**config.mk**
```make
export PLATFORM = sky130hd
export DESIGN_NAME = bcd_addsub_seq
export DESIGN_NICKNAME = d
export VERILOG_FILES = /design/src/rtl/bcd_addsub_seq.sv
export SDC_FILE = /design/constraint.sdc
export NUM_CORES = 1
export LEC_CHECK = 0
export CORE_ASPECT_RATIO = 1.75
export CORE_UTILIZATION = 38
export DETAILED_ROUTE_END_ITERATION = 8
export PLACE_DENSITY_LB_ADDON = 0.3
export SYNTH_ARGS = -nofsm -noshare
export SYNTH_HDL_FRONTEND = slang
export SYNTH_SLANG_ARGS = --single-unit
export TNS_END_PERCENT = 5
```
**constraint.sdc**
```tcl
create_clock -name clk -period 3.2 [get_ports clk]
set_input_delay 0.32 -clock clk [delete_from_list [all_inputs] [get_ports clk]]
set_output_delay 0.32 -clock clk [all_outputs]
set_load 0.01 [all_outputs]
```
**src/rtl/bcd_addsub_seq.sv**
```systemverilog
// Digit-serial packed-BCD adder/subtractor, LSD first, signed-magnitude subtract result.
// Optional input digit checking with `define BCD_CHECK_EN (adds the err port).
module bcd_addsub_seq #(
    parameter int DIGITS = 4
) (
    input  logic                  clk,
    input  logic                  rst,
    input  logic                  in_valid,
    output logic                  in_ready,
    input  logic                  op_sub,
    input  logic [4*DIGITS-1:0]   a,
    input  logic [4*DIGITS-1:0]   b,
    output logic                  out_valid,
    input  logic                  out_ready,
    output logic [4*DIGITS-1:0]   result,
    output logic                  cout,
`ifdef BCD_CHECK_EN
    output logic                  err,
`endif
    output logic                  neg
);

    localparam int W  = 4 * DIGITS;
    localparam int CW = (DIGITS > 1) ? $clog2(DIGITS) : 1;
    localparam logic [CW-1:0] LAST = CW'(DIGITS - 1);

    typedef enum logic [1:0] {IDLE, CALC, FIX, DONE} state_t;
    state_t state, state_nxt;

    logic [W-1:0]  a_reg, b_reg;
    logic          sub_reg, carry;
    logic [CW-1:0] ctr;
    logic [4:0]    calc_sum, fix_sum;
    logic [W-1:0]  res_calc, res_fix;
    logic          accept, last, bad_in;

    // One decimal digit step: {carry, digit} with the +6 correction above 9.
    function automatic logic [4:0] digit_add(input logic [3:0] x, input logic [3:0] y,
                                             input logic cin);
        logic [4:0] t;
        logic [4:0] t6;
        t  = {1'b0, x} + {1'b0, y} + {4'b0, cin};
        t6 = t + 5'd6;
        if (t > 5'd9) return {1'b1, t6[3:0]};
        else          return {1'b0, t[3:0]};
    endfunction

    assign in_ready  = (state == IDLE);
    assign out_valid = (state == DONE);
    assign accept    = in_valid && in_ready;
    assign last      = (ctr == LAST);

`ifdef BCD_CHECK_EN
    always_comb begin
        bad_in = 1'b0;
        for (int i = 0; i < DIGITS; i++) begin
            if (a[4*i +: 4] > 4'd9 || b[4*i +: 4] > 4'd9) bad_in = 1'b1;
        end
    end
`else
    assign bad_in = 1'b0;
`endif

    always_comb begin
        calc_sum = digit_add(a_reg[3:0], sub_reg ? (4'd9 - b_reg[3:0]) : b_reg[3:0], carry);
        fix_sum  = digit_add(4'd9 - result[3:0], 4'd0, carry);
        // Result shifts right; each new digit enters at the MSD position.
        res_calc = result >> 4;
        res_calc[W-1 -: 4] = calc_sum[3:0];
        res_fix  = result >> 4;
        res_fix[W-1 -: 4]  = fix_sum[3:0];
    end

    always_comb begin
        state_nxt = state;
        case (state)
            IDLE: if (accept) state_nxt = bad_in ? DONE : CALC;
            CALC: if (last)   state_nxt = (!sub_reg || calc_sum[4]) ? DONE : FIX;
            FIX:  if (last)   state_nxt = DONE;
            DONE: if (out_ready) state_nxt = IDLE;
            default: state_nxt = IDLE;
        endcase
    end

    always_ff @(posedge clk or posedge rst) begin
        if (rst) state <= IDLE;
        else     state <= state_nxt;
    end

    always_ff @(posedge clk or posedge rst) begin
        if (rst) begin
            a_reg   <= '0;
            b_reg   <= '0;
            sub_reg <= 1'b0;
            carry   <= 1'b0;
            ctr     <= '0;
            result  <= '0;
            cout    <= 1'b0;
            neg     <= 1'b0;
`ifdef BCD_CHECK_EN
            err     <= 1'b0;
`endif
        end else begin
            case (state)
                IDLE: if (accept) begin
                    a_reg   <= a;
                    b_reg   <= b;
                    sub_reg <= op_sub;
                    carry   <= op_sub;
                    ctr     <= '0;
                    result  <= '0;
                    cout    <= 1'b0;
                    neg     <= 1'b0;
`ifdef BCD_CHECK_EN
                    err     <= bad_in;
`endif
                end
                CALC: begin
                    a_reg  <= a_reg >> 4;
                    b_reg  <= b_reg >> 4;
                    result <= res_calc;
                    carry  <= calc_sum[4];
                    if (last) begin
                        ctr <= '0;
                        if (!sub_reg) begin
                            cout <= calc_sum[4];
                        end else if (!calc_sum[4]) begin
                            neg   <= 1'b1;
                            carry <= 1'b1;
                        end
                    end else begin
                        ctr <= ctr + 1'b1;
                    end
                end
                FIX: begin
                    result <= res_fix;
                    carry  <= fix_sum[4];
                    ctr    <= last ? '0 : ctr + 1'b1;
                end
                default: ;
            endcase
        end
    end

endmodule

```
==> reports/metrics.yaml <==
worst_setup_path:
  reg2regPathDepth: 12
  critical_path_required_ns: 3.39
  worst-r2r-setup-slack_ns: 0.20
  path_cells: "xnor2_1, fa_1, inv_1, fa_1, xor2_1, inv_1, ha_1, nand2_1, o31ai_4, nor3_4, nor2_1, o41ai_1"
  critPathSlowestCell: "dfrtp_1"
  max_stage_delay_ns: 0.46
  cpLargestDelayFamily: "adder cells"
  worstSetupEndpointType: "flop"
  crit_start: "sub_reg$_DFFE_PP0P_"
  reg2reg_to: "cout$_DFFE_PP0P_"
  critical_path_class: "reg2reg"
  critPathLaunchType: "flop"
  worstSetupPathDepth: 12
  cp_max_fo: 8
  crit_end: "cout$_DFFE_PP0P_"
  rr_startpoint: "sub_reg$_DFFE_PP0P_"
  path_buf_inv: 2
  cp_data_arrival_time_ns: 3.19
clock_tree:
  cts_setup_buffers: 0
  cts_buffers: 5
  clk_pin_slew_ns: 0.07
  cts_tree: "built"
  cts_max_level: 2
  clock_latency_ns: 0.30
  ctsHoldBuffers: 0
  cts.sinks: 56
  clk_path_buf_depth: 2
  cts_resized: 0
  cts_root_buf: "clkbuf_16"
placed_design:
  place_congestion: 0.8380
  placed_cells: 435
  dpl_worst_slack_ns: 0.1633
  hpwl_um: 4946
  port-buffer-count: 56
die:
  die_w_um: 70.09
  boundaryPins: 57
  die_h_um: 121.2
  floorplan.initialDensity_pct: 38.98
  rows: 43
  die_area_um2: 8492
  core_area_um2: 7909
synth:
  synth_area_leaders: "dfrtp_1, mux2i_1, ha_1, a22o_1, o21ai_0"
  syn_avg_cell_area_um2: 10.35
  synth-edff-count: 0
  async_reset_ff_share_pct: 100.0
  synth_cells: 298
  ys.flop_type: "dfrtp_1"
  synth_top_area_share_pct: 45.45
  yosysSeqAreaShare_pct: 45.45
  yosys_warnings: 0
  synth_area_um2: 3083
  ys_types: 50
  synth_nets: 354
  ys_seq_elements: 56
  synth_top_cell_by_area: "dfrtp_1"
timing:
  slew_viol_final: 0
  fmax_mhz: 333.8
  slew_headroom_pct: 51.62
  fin_tns_setup_ns: 0
  finalSetupViolations: 0
  period_share_pct: 93.61
  post-route-min-period_ns: 2.996
  grt_setup_unrepaired: "false"
  setup_ws_ns: 0.2045
  fin_skew_ns: 0.005435
  finalHoldViolations: 0
  tightest_slew_ns: 0.7257
pwr:
  switching_share_pct: 43.17
  vdd_drop_max_mv: 0.5949
  p_leak_nw: 1.737
  intPower_mw: 2.496
  power.clock.fraction_pct: 15.3
  p_seq_share_pct: 26.9
  power.density_nw_per_um2: 1119
  p_total_mw: 4.392
  p_sw_mw: 1.896
  combinationalPowerShare_pct: 57.8
cells_and_area:
  diodes: 0
  nNetsFinal: 408
  finalNonFillerCells: 443
  syn2layout_area_growth_pct: 27.27
  final_layout_size_suffix_gt1_share_pct: 7.082
job:
  drv_cap: 0
drt:
  ant_nets: 0
  first_pass_iters: 6
  routed_wl_um: 6562
  wl_per_cell_um: 14.81
  drc: 0
  first_iter_violations: 84
  vias: 2379
  routed_via_density: 5.370
grt:
  first_global_vias: 2398
  grt-ovfl-total: 0
  grt_max_degree: 56
  grtUsageTotal_pct: 16.79
  grt_pass1_wl_um: 11220
  antenna_found_initial: 0
status:
  status: "completed"
worst_hold_path:
  hold_path_class: "in2async"
[power by group through the flow]
stage               logic, mW  registers (mW)  clock network, mW
finish                   2.54            1.18              0.671
global route             2.88            1.22              0.712
CTS                      2.56            1.18              0.692
detailed placement       2.56            1.20                  0
global placement         2.49            1.18                  0
floorplan                1.99            1.14                  0
[per-stage QoR]
step | hold slack (ns) | util (%) | instance area [um^2]
6_report | 0.2610 | 49.61 | 3924
5_1_grt | 0.2792 | 49.61 | 3924
4_1_cts | 0.2671 | 49.61 | 3924
3_5_place_dp | 0.4704 | 47.30 | 3741
3_3_place_gp | 0.4617 | 47.30 | 3741
2_1_floorplan | 0.4496 | - | 3083
[worst reg2reg max path, stage by stage, from the launching register on]
cell     delay (ns)
dfrtp_1        0.46
xnor2_1        0.22
fa_1           0.22
inv_1          0.06
fa_1           0.40
xor2_1         0.36
inv_1          0.10
ha_1           0.25
nand2_1        0.11
o31ai_4        0.10
nor3_4         0.20
nor2_1         0.09
o41ai_1        0.31
[synthesized netlist by cell type (2+ instances only)]
cell      instances
dfrtp_1          56
nand2_1          37
o21ai_0          33
mux2i_1          26
a22o_1           19
ha_1             17
inv_1            16
nor2_1           10
clkbuf_1          8
xnor2_1           6
a21oi_1           5
buf_2             5
nor2b_1           5
a31oi_1           4
nand2b_1          4
nand3_1           3
a211o_1           2
and2_1            2
and3_1            2
fa_1              2
mux2_2            2
nand3b_1          2
nor3_1            2
o21ai_2           2
o31ai_1           2
o41ai_1           2
[routing by layer]
metal / up-vias / part of all wire, % / global-route usage (%)
met5: - / 0 / 0
met3: 9 / 2.9 / 3.073
met2: 47 / 55 / 31.19
li1: 1171 / - / -
met1: 1152 / 40 / 18.27
met4: 0 / 2.1 / 7.250
[how the worst min path moves through the flow]
stage	endpoint	slack, ns	depth (start not counted)
after global placement	b_reg[5]$_DFFE_PP0P_	0.46	2
after CTS	b_reg[3]$_DFFE_PP0P_	0.27	2
after detailed placement	b_reg[8]$_DFFE_PP0P_	0.47	2
final	b_reg[3]$_DFFE_PP0P_	0.26	2
after floorplan	a_reg[10]$_DFFE_PP0P_	0.45	2
after global routing	b_reg[3]$_DFFE_PP0P_	0.28	2
[final cells by class]
type                            instances  area (um^2)
Multi-Input combinational cell        212         1569
Inverter                               16        60.06
Sequential cell                        56         1401
Timing Repair Buffer                   61        598.1
Clock inverter                          1        30.03
Fill cell                             724         3985
Clock buffer                            7        152.6
Tap cell                               90        112.6
[placed cells by master, fill, tap and decap left out, types with 2 or more instances in the layout]
| cell type | count |
|---|---|
| dfrtp_1 | 56 |
| clkdlybuf4s50_1 | 56 |
| nand2_1 | 37 |
| o21ai_0 | 33 |
| mux2i_1 | 26 |
| a22o_1 | 19 |
| ha_1 | 16 |
| inv_1 | 15 |
| nor2_1 | 10 |
| xnor2_1 | 6 |
| a21oi_1 | 5 |
| nor2b_1 | 5 |
| clkbuf_16 | 5 |
| buf_4 | 5 |
| nand2b_1 | 4 |
| a31oi_1 | 4 |
| nand3_1 | 3 |
| nand3b_1 | 2 |
| mux2_2 | 2 |
| o41ai_1 | 2 |
| and3_1 | 2 |
| and2_1 | 2 |
| nor3_1 | 2 |
| o31ai_1 | 2 |
| a211o_1 | 2 |
| fa_1 | 2 |
| clkbuf_8 | 2 |
[cells by family (layout without fill, tap and decap cells)]
group,count (synthesis),after routing,share of synthesized area (%)
flip-flops,56,56,45.45
AO/OA/AOI/OAI,84,84,19.28
multiplexers,28,28,9.172
buffers and inverters,30,85,3.977
adder cells (fa/ha/maj),19,19,8.198
AND/OR/NAND/NOR,74,74,11.93
XOR/XNOR,7,7,1.989
No activity file was read; power rests on OpenSTA's default activity.
